--- src/rtl/instr_sequencer_pkg.sv ---
// Shared definitions for the instruction sequencer: opcodes, FSM encoding,
// instruction field positions and opcode classification helpers.
// No ports; imported by seq_alu and instr_sequencer.
package seq_pkg;

    // Opcodes (instr[15:12]); 8..15 are undefined
    localparam logic [3:0] OP_ADD  = 4'd0;
    localparam logic [3:0] OP_SUB  = 4'd1;
    localparam logic [3:0] OP_AND  = 4'd2;
    localparam logic [3:0] OP_OR   = 4'd3;
    localparam logic [3:0] OP_XOR  = 4'd4;
    localparam logic [3:0] OP_SLT  = 4'd5;
    localparam logic [3:0] OP_ADDI = 4'd6;
    localparam logic [3:0] OP_NOP  = 4'd7;

    // FSM state encoding (binary)
    localparam logic [2:0] ST_IDLE   = 3'd0;
    localparam logic [2:0] ST_DECODE = 3'd1;
    localparam logic [2:0] ST_READ   = 3'd2;
    localparam logic [2:0] ST_EXEC   = 3'd3;
    localparam logic [2:0] ST_WB     = 3'd4;

    // Instruction field positions
    localparam int INSTR_W = 16;
    localparam int OPC_LSB = 12;
    localparam int OPC_W   = 4;
    localparam int RD_LSB  = 9;
    localparam int RS1_LSB = 6;
    localparam int RS2_LSB = 3;
    localparam int IMM_LSB = 0;
    localparam int IMM_W   = 6;

    // Opcodes 0..6 produce a register write; NOP and undefined ones do not
    function automatic logic op_writes(input logic [3:0] op);
        return (op <= OP_ADDI);
    endfunction

    function automatic logic op_illegal(input logic [3:0] op);
        return op[3];
    endfunction

endpackage

--- src/rtl/instr_sequencer_if.sv ---
// Bundle between the sequencer and its environment: instruction handshake,
// register-array read/write ports and status pulses.
// slave = sequencer side, master = upstream/register-array side.
interface instr_sequencer_if #(
    parameter int BITS_DATA = 32,
    parameter int BITS_ADDR = 3
);
    logic                 instr_valid;
    logic                 instr_ready;
    logic [15:0]          instr;
    logic [BITS_ADDR-1:0] rf_raddr1;
    logic [BITS_ADDR-1:0] rf_raddr2;
    logic [BITS_DATA-1:0] rf_rdata1;
    logic [BITS_DATA-1:0] rf_rdata2;
    logic [BITS_ADDR-1:0] rf_waddr;
    logic [BITS_DATA-1:0] rf_wdata;
    logic                 rf_we;
    logic                 busy;
    logic                 done;
    logic                 illegal;

    modport master (
        output instr_valid, instr, rf_rdata1, rf_rdata2,
        input  instr_ready, rf_raddr1, rf_raddr2, rf_waddr, rf_wdata, rf_we,
               busy, done, illegal
    );

    modport slave (
        input  instr_valid, instr, rf_rdata1, rf_rdata2,
        output instr_ready, rf_raddr1, rf_raddr2, rf_waddr, rf_wdata, rf_we,
               busy, done, illegal
    );
endinterface

--- src/rtl/seq_alu.sv ---
// Combinational ALU for the sequencer: ADD/SUB/AND/OR/XOR/SLT/ADDI.
// Latency 0 (pure combinational); no flow control.
// Ports: op, a, b, imm6 in; result out. NOP/undefined opcodes give 0.
module seq_alu
    import seq_pkg::*;
#(
    parameter int BITS_DATA = 32
) (
    input  logic [3:0]           op,
    input  logic [BITS_DATA-1:0] a,
    input  logic [BITS_DATA-1:0] b,
    input  logic [IMM_W-1:0]     imm6,
    output logic [BITS_DATA-1:0] result
);
    logic [BITS_DATA-1:0] imm_ext;
    logic                 slt;

    assign imm_ext = {{(BITS_DATA-IMM_W){imm6[IMM_W-1]}}, imm6};
    assign slt     = ($signed(a) < $signed(b));

    always_comb begin
        result = '0;
        case (op)
            OP_ADD:  result = a + b;
            OP_SUB:  result = a - b;
            OP_AND:  result = a & b;
            OP_OR:   result = a | b;
            OP_XOR:  result = a ^ b;
            OP_SLT:  result = {{(BITS_DATA-1){1'b0}}, slt};
            OP_ADDI: result = a + imm_ext;
            default: result = '0;
        endcase
    end
endmodule

--- src/rtl/instr_sequencer.sv ---
// Multi-cycle sequencer: accepts one instruction, reads two registers, executes, writes back.
// Latency: accept edge = cycle 0, write-back/done in cycle 4; one instruction per 5 cycles.
// Backpressure: instr_ready high only in IDLE; ports clk, rst_n, bus (slave modport).
module instr_sequencer
    import seq_pkg::*;
#(
    parameter int BITS_DATA = 32,
    parameter int BITS_ADDR = 3
) (
    input  logic              clk,
    input  logic              rst_n,
    instr_sequencer_if.slave  bus
);
    logic [2:0]           state_q;
    logic [OPC_W-1:0]     op_q;
    logic [BITS_ADDR-1:0] rd_q;
    logic [IMM_W-1:0]     imm_q;
    logic                 wr_q;
    logic                 ill_q;
    logic [BITS_DATA-1:0] a_q;
    logic [BITS_DATA-1:0] b_q;
    logic [BITS_DATA-1:0] alu_result;
    logic                 accept;

    assign bus.instr_ready = (state_q == ST_IDLE);
    assign bus.busy        = (state_q != ST_IDLE);
    assign accept          = bus.instr_valid && bus.instr_ready;

    seq_alu #(.BITS_DATA(BITS_DATA)) u_alu (
        .op     (op_q),
        .a      (a_q),
        .b      (b_q),
        .imm6   (imm_q),
        .result (alu_result)
    );

    always_ff @(posedge clk or negedge rst_n) begin
        if (!rst_n) begin
            state_q       <= ST_IDLE;
            op_q          <= '0;
            rd_q          <= '0;
            imm_q         <= '0;
            wr_q          <= 1'b0;
            ill_q         <= 1'b0;
            a_q           <= '0;
            b_q           <= '0;
            bus.rf_raddr1 <= '0;
            bus.rf_raddr2 <= '0;
            bus.rf_waddr  <= '0;
            bus.rf_wdata  <= '0;
            bus.rf_we     <= 1'b0;
            bus.done      <= 1'b0;
            bus.illegal   <= 1'b0;
        end else begin
            case (state_q)
                ST_IDLE: begin
                    if (accept) begin
                        op_q          <= bus.instr[OPC_LSB +: OPC_W];
                        rd_q          <= bus.instr[RD_LSB +: BITS_ADDR];
                        imm_q         <= bus.instr[IMM_LSB +: IMM_W];
                        // Read addresses go out straight from the accepted word so
                        // they are valid during DECODE; the array latches them on
                        // the edge ending DECODE and its output settles in READ.
                        bus.rf_raddr1 <= bus.instr[RS1_LSB +: BITS_ADDR];
                        bus.rf_raddr2 <= bus.instr[RS2_LSB +: BITS_ADDR];
                        state_q       <= ST_DECODE;
                    end
                end
                ST_DECODE: begin
                    wr_q    <= op_writes(op_q);
                    ill_q   <= op_illegal(op_q);
                    state_q <= ST_READ;
                end
                ST_READ: begin
                    a_q     <= bus.rf_rdata1;
                    b_q     <= bus.rf_rdata2;
                    state_q <= ST_EXEC;
                end
                ST_EXEC: begin
                    // All write-side outputs are registered here, so they are
                    // stable for the whole WB cycle including its falling edge.
                    bus.rf_wdata <= alu_result;
                    bus.rf_waddr <= rd_q;
                    bus.rf_we    <= wr_q;
                    bus.done     <= 1'b1;
                    bus.illegal  <= ill_q;
                    state_q      <= ST_WB;
                end
                ST_WB: begin
                    bus.rf_we   <= 1'b0;
                    bus.done    <= 1'b0;
                    bus.illegal <= 1'b0;
                    state_q     <= ST_IDLE;
                end
                default: state_q <= ST_IDLE;
            endcase
        end
    end
endmodule

--- src/flat_wrapper.sv ---
// flat-port wrapper written by rule: the top's interface ports become plain ports
module instr_sequencer_flat import seq_pkg::*;
#(
    parameter int BITS_DATA = 32,
    parameter int BITS_ADDR = 3
)
  (clk, rst_n, bus_instr_valid, bus_instr, bus_rf_rdata1, bus_rf_rdata2, bus_instr_ready, bus_rf_raddr1, bus_rf_raddr2, bus_rf_waddr, bus_rf_wdata, bus_rf_we, bus_busy, bus_done, bus_illegal);
  instr_sequencer_if #(.BITS_DATA(BITS_DATA), .BITS_ADDR(BITS_ADDR)) bus_i ();
  input  logic clk;
  input  logic rst_n;
  input wire logic [$bits(bus_i.instr_valid)-1:0] bus_instr_valid;
  input wire logic [$bits(bus_i.instr)-1:0] bus_instr;
  input wire logic [$bits(bus_i.rf_rdata1)-1:0] bus_rf_rdata1;
  input wire logic [$bits(bus_i.rf_rdata2)-1:0] bus_rf_rdata2;
  output wire logic [$bits(bus_i.instr_ready)-1:0] bus_instr_ready;
  output wire logic [$bits(bus_i.rf_raddr1)-1:0] bus_rf_raddr1;
  output wire logic [$bits(bus_i.rf_raddr2)-1:0] bus_rf_raddr2;
  output wire logic [$bits(bus_i.rf_waddr)-1:0] bus_rf_waddr;
  output wire logic [$bits(bus_i.rf_wdata)-1:0] bus_rf_wdata;
  output wire logic [$bits(bus_i.rf_we)-1:0] bus_rf_we;
  output wire logic [$bits(bus_i.busy)-1:0] bus_busy;
  output wire logic [$bits(bus_i.done)-1:0] bus_done;
  output wire logic [$bits(bus_i.illegal)-1:0] bus_illegal;
  assign bus_i.instr_valid = bus_instr_valid;
  assign bus_i.instr = bus_instr;
  assign bus_i.rf_rdata1 = bus_rf_rdata1;
  assign bus_i.rf_rdata2 = bus_rf_rdata2;
  assign bus_instr_ready = bus_i.instr_ready;
  assign bus_rf_raddr1 = bus_i.rf_raddr1;
  assign bus_rf_raddr2 = bus_i.rf_raddr2;
  assign bus_rf_waddr = bus_i.rf_waddr;
  assign bus_rf_wdata = bus_i.rf_wdata;
  assign bus_rf_we = bus_i.rf_we;
  assign bus_busy = bus_i.busy;
  assign bus_done = bus_i.done;
  assign bus_illegal = bus_i.illegal;
  instr_sequencer #(.BITS_DATA(BITS_DATA), .BITS_ADDR(BITS_ADDR)) u_core (.clk(clk), .rst_n(rst_n), .bus(bus_i));
endmodule
--- config.mk ---
export PLATFORM = sky130hd
export DESIGN_NAME = instr_sequencer_flat
export DESIGN_NICKNAME = d
export VERILOG_FILES = /design/src/rtl/instr_sequencer_pkg.sv /design/src/rtl/instr_sequencer_if.sv /design/src/rtl/seq_alu.sv /design/src/rtl/instr_sequencer.sv /design/src/flat_wrapper.sv
export SDC_FILE = /design/constraint.sdc
export NUM_CORES = 1
export LEC_CHECK = 0
export ABC_AREA = 1
export CAP_MARGIN = 15
export CORE_MARGIN = 2
export CORE_UTILIZATION = 58
export CTS_CLUSTER_SIZE = 30
export DETAILED_ROUTE_END_ITERATION = 10
export GPL_TIMING_DRIVEN = 0
export PLACE_DENSITY = 0.86
export SLEW_MARGIN = 20
export SYNTH_ARGS = -nofsm -noshare
export SYNTH_HDL_FRONTEND = slang
export SYNTH_SLANG_ARGS = --single-unit
--- constraint.sdc ---
create_clock -name clk -period 3.9 [get_ports clk]
set_input_delay 0.585 -clock clk [delete_from_list [all_inputs] [get_ports clk]]
set_output_delay 0.585 -clock clk [all_outputs]
set_load 0.03 [all_outputs]
### Word-level counts from Yosys, hierarchy flattened

Cells that the tools add are included.
Widths: inputs -> output; s select.

* $add $sub $neg: 3
* multipliers: 0
* div/mod/pow operators: 0
* order comparisons: 2
* equality and inequality tests: 11
* shifts and indexed selects: 0
* muxes and demuxes: 6
* bitwise gates (word level): 3
* reductions and logical operators: 6

Operator list (count)
* $pmux 32 s7: 1
* $add 32x32->32: 2
* $and 32x32->32: 1
* $lt 32x32->1: 1
* $or 32x32->32: 1
* $sub 32x32->32: 1
* $xor 32x32->32: 1
* $eq 4x3->1 const B: 3
* $pmux 3 s4: 1
* $eq 4x2->1 const B: 2
* $eq 3x2->1 const B: 2
* $pmux 1 s2: 3
* $eq 4x1->1 const B: 1
* $le 4x3->1 const B: 1
* $logic_not 4->1: 1
* $eq 3x1->1 const B: 1
* $eq 3x3->1 const B: 1
* $logic_not 3->1: 1
* $mux 3: 1
* $reduce_bool 3->1: 1
* $ne 2x2->1 const B: 1
* $reduce_and 2->1: 1
* $reduce_bool 2->1: 1
* $logic_and 1x1->1: 1

* flip-flop bits (word level): 126
* latch bits: 0
* RAM bits: 0
* memory bits (read-only): 0
* bits of input ports: 83
* output and inout port bits: 46
* word-level logic and storage cells: 46
* memories kept: 0

### Logic depth before layout (Yosys ltp)

* depth in word-level cells: 4
* mapped depth: 22
* gate-level depth less buffers: 21

### Modules after synthesis

A second synthesis with hierarchy kept.

* cells, all modules: 1919
* area total of the unflattened synthesis: 11891.4 um2

By module, submodules not included
* seq_alu: times used 1, cells an instance 1380, area an instance 7036.7 um2, seq. area each 0.0 um2
* instr_sequencer: times used 1, cells an instance 539, area an instance 4854.7 um2, seq. area each 3078.0 um2

### Least setup slack after synthesis

No wires, ideal clock.

* path type: register to register
* start: register u_core.op_q[3]
* end: register u_core.bus.rf_wdata[8]
* setup time: 0.117 ns
* arrival time: 2.670 ns
* data required time: 3.783 ns
* path slack: 1.114 ns
* stages on the path, launching flop included: 19
* path buffers: 1
* clock period less this slack: 2.786 ns
* path through: dfrtp_1 -> nor2_2 -> nand2_2 -> inv_4 -> clkbuf_1 -> o21ai_0 -> ha_1 -> fa_1 -> nand2_1 -> inv_1 -> nand2_1 -> nand3_1 -> nand2_1 -> nand2_1 -> or2_2 -> nand3_1 -> nand3_1 -> nand2_1 -> nand2_1

* word-level cells in the longest chain between the ends: 2
* elaborated cells between the ends (all ways): 8
* classes of those cells: eq/ne (6); mux (1); reduce/logical (1)

Ends and longest elaborated chain
* from (decl): line instr_sequencer.sv:15 `logic [OPC_W-1:0] op_q;`
* from (signal assigned): line instr_sequencer.sv:58 `op_q <= bus.instr[OPC_LSB +: OPC_W];`
* $eq 4x3->1, or another cell as far along: line seq_alu.sv:23 `case (op)`
* $pmux 32 s7 *: line seq_alu.sv:23
* to (signal assigned): line instr_sequencer.sv:82 `bus.rf_wdata <= alu_result;`
* to (decl): line instr_sequencer_if.sv:30 `output instr_ready, rf_raddr1, rf_raddr2, rf_waddr, rf_wdata, rf_we,`

Mark *: on every way between the ends. The rest lies on a longest branch, timed or not.
A chain may end at the register's enable or synchronous reset.

### Final worst setup path

* start: register u_core.op_q[3]
* end: register u_core.bus.rf_wdata[19]

The elaborated chain is that of the path after synthesis.

==> flow_summary_export.csv <==
group,metric,value,unit
sta,setup_viol,0,
yosys,synth_most_common_cell,"nand2_1",
floorplan,rows,51,
cts,htreeDepth,4,
sta,period_share,0.946,
drt,wl_per_cell,19.3,µm
critical_path,arrival,4010,ps
drt,drt_wl_total,43200,µm
yosys,synth_area_leaders,"dfrtp_1 27%, nand2_1 17%, ha_1 15%",
critical_path,regToRegSetupSlack,210,ps
yosys,syn_nets,2037,
sta,finClkSkew,14.3,ps
yosys,syn-cell-area,11600,µm²
yosys,syn_inst,1815,
min_path,min_path_type,"in -> async",
layout,nets,2184,
critical_path,r2r_start,"u_core.op_q[3]",
sta,min_period,3690,ps
yosys,ys_ff_latch,123,
drt,postRouteAntennaNets,0,
critical_path,critPathTopFamily,"simple AND/OR/NAND/NOR gates",
sta,worst_pin_slew,821,ps
critical_path,start_kind,"flop",
floorplan,die_h,145,µm
yosys,synth_warnings,0,
grt,grt_max_degree,72,
grt,grt_pass1_wl,66700,µm
yosys,yosysSeqAreaShare,0.266,
critical_path,slowest_delay,540,ps
sta,setup_tns,0,ps
cts,cts_setup_buffers,0,
floorplan,dieArea,21100,µm²
cts,cts_buffers,17,
floorplan,die-width,145,µm
floorplan,start_util,0.594,
critical_path,r2r_cells,19,
drt,drt_iter0_markers,1267,
critical_path,path_cells,"nor2_2, nand2_2, inv_4, clkbuf_1, o21ai_0, inv_1, ha_1, nand2_1, inv_1, a21oi_1, nand2_1, nand2_1, nand2_1, nand3_1, nand3_1, nand3_1, nand3_1, nand2_1, nand2_1",
layout,final_layout_size_suffix_gt1_frac,0.0491,
yosys,synth_cell_types,42,
critical_path,crit_end,"u_core.bus.rf_wdata[19]",
run,max_cap_violations,0,
critical_path,cp_common_cell,"nand2_1",
grt,antenna_found_initial,0,
drt,vias,12750,
sta,fmax,271,MHz
cts,clk_path_buf_depth,2,
drt,avgViaCountPerCell,5.69,
cts,clock-root-buffer,"clkbuf_16",
critical_path,path_class,"reg -> reg",
yosys,yosys-top-cells-count,"538 x nand2_1, 332 x inv_1, 192 x nor2_1",
critical_path,crit_cells,19,
cts,cts_tree,"built",
critical_path,path_buf_inv,4,
placement,post-place-ws,201,ps
critical_path,startpoint,"u_core.op_q[3]",
placement,port_buffers,128,
grt,grt_overflow,0,
sta,rsz0062_at_grt,"no",
placement,gp_congestion,1.04,
yosys,syn_avg_cell_area,6.39,µm²
sta,finalHoldViolCount,0,
sta,relSlewSlack,0.453,
critical_path,crit-reg2reg-capture,"u_core.bus.rf_wdata[19]",
floorplan,coreArea,19500,µm²
sta,setup_slack,212,ps
drt,drcViolationCount,0,
yosys,synth_ff_type,"dfrtp_1",
cts,clkTransAtPathRegs,60,ps
layout,n_antenna_cell,0,
placement,dp.cells,2209,
yosys,async_flop_share,1.00,
run_status,status,"completed",
yosys,yosys.area.top_type,"dfrtp_1",
floorplan,io_pins,129,
cts,cts_sinks,123,
cts,clk_latency,450,ps
layout,fin_cells,2240,
layout,post-route-util,0.707,
yosys,synth_edf_count,0,
grt,grt_pass1_vias,12304,
placement,dp_hpwl,34100,µm
critical_path,crit_path_max_fanout,19,
drt,drt_pass1_iterations,9,
layout,num-fill-cells,1670,
critical_path,critPathRequiredTime,4220,ps
yosys,yosys.area.top_type_share,0.266,
critical_path,cpMaxStageDelayCell,"clkbuf_1",
layout,syn2layout_area_growth,19.1,%
grt,grt.total_usage,0.408,
critical_path,crit_path_end_kind,"flop",
sta,drv_slew,0,
through the flow:
stage	area, µm²	hold WS, ps
final	13800	101
after global routing	13800	138
after CTS	13800	124
after detailed placement	13200	464
after global placement	13200	452
after floorplan	11600	289
what timing repair did:
action	4_1_cts	5_1_grt
hold buffers	0	0
endpoints found under the setup margin	0	4
gates resized for setup	0	2
layout make-up:
cell class                 instances  area [µm²]  share of cell area
inverter                         337        1270              0.0920
clock inverter                    13         133             0.00961
multi-input combinational       1310        7020               0.509
tap                              265         332              0.0240
sequential                       123        3080               0.223
timing repair buffer             129        1310              0.0949
buffer                            44         216              0.0157
clock buffer                      19         443              0.0321
cell usage in the layout (no fill, tap or decap), types with 13 or more instances in the layout:
cell type and instances:
nand2_1 538, clkdlybuf4s50_1 127, a21oi_1 127, nand3_1 126, buf_2 19, ha_1 137, nor3_1 14, dfrtp_1 123
a221oi_1 19, clkbuf_16 17, o21ai_0 53, nand4_1 13, clkbuf_1 19, nor2_1 192, inv_1 332
kinds of logic (layout without fill, tap and decap cells):
kind of cell / Yosys count / after routing / share of synthesized area
mux: 11 / 11 / 0.0107
xor+xnor: 7 / 7 / 0.00529
buf+inv: 382 / 542 / 0.128
compound gates: 233 / 233 / 0.113
flops: 123 / 123 / 0.266
simple gates: 920 / 920 / 0.325
fa+ha+maj: 139 / 139 / 0.151
worst min-delay path by stage:
stage                                    to  depth (start not counted)
floorplan                     u_core.a_q[0]                          0
global placement     u_core.bus.rf_waddr[0]                          2
detailed placement  u_core.bus.rf_wdata[28]                          2
CTS                         u_core.imm_q[2]                          1
global route         u_core.bus.rf_waddr[1]                          1
finish                      u_core.imm_q[4]                          1
sequential cells by signal, indices dropped and copies added, names as in the netlist:
signal	cells
u_core.a_q	32
u_core.b_q	32
u_core.bus.rf_wdata	32
u_core.imm_q	6
u_core.op_q	4
u_core.bus.rf_raddr1	3
u_core.bus.rf_waddr	3
u_core.rd_q	3
u_core.state_q	3
u_core.bus.done	1
u_core.bus.illegal	1
u_core.bus.rf_we	1
u_core.ill_q	1
u_core.wr_q	1
per-layer routing:
| layer | track usage | routed length [µm] |
|---|---|---|
| met5 | 0 | 0 |
| met4 | 0.185 | 2010 |
| met2 | 0.630 | 18700 |
| met1 | 0.539 | 17600 |
| met3 | 0.107 | 4910 |
Power is not shown: default switching activity piles up to over one toggle a cycle in this logic, so the estimate is an artifact.
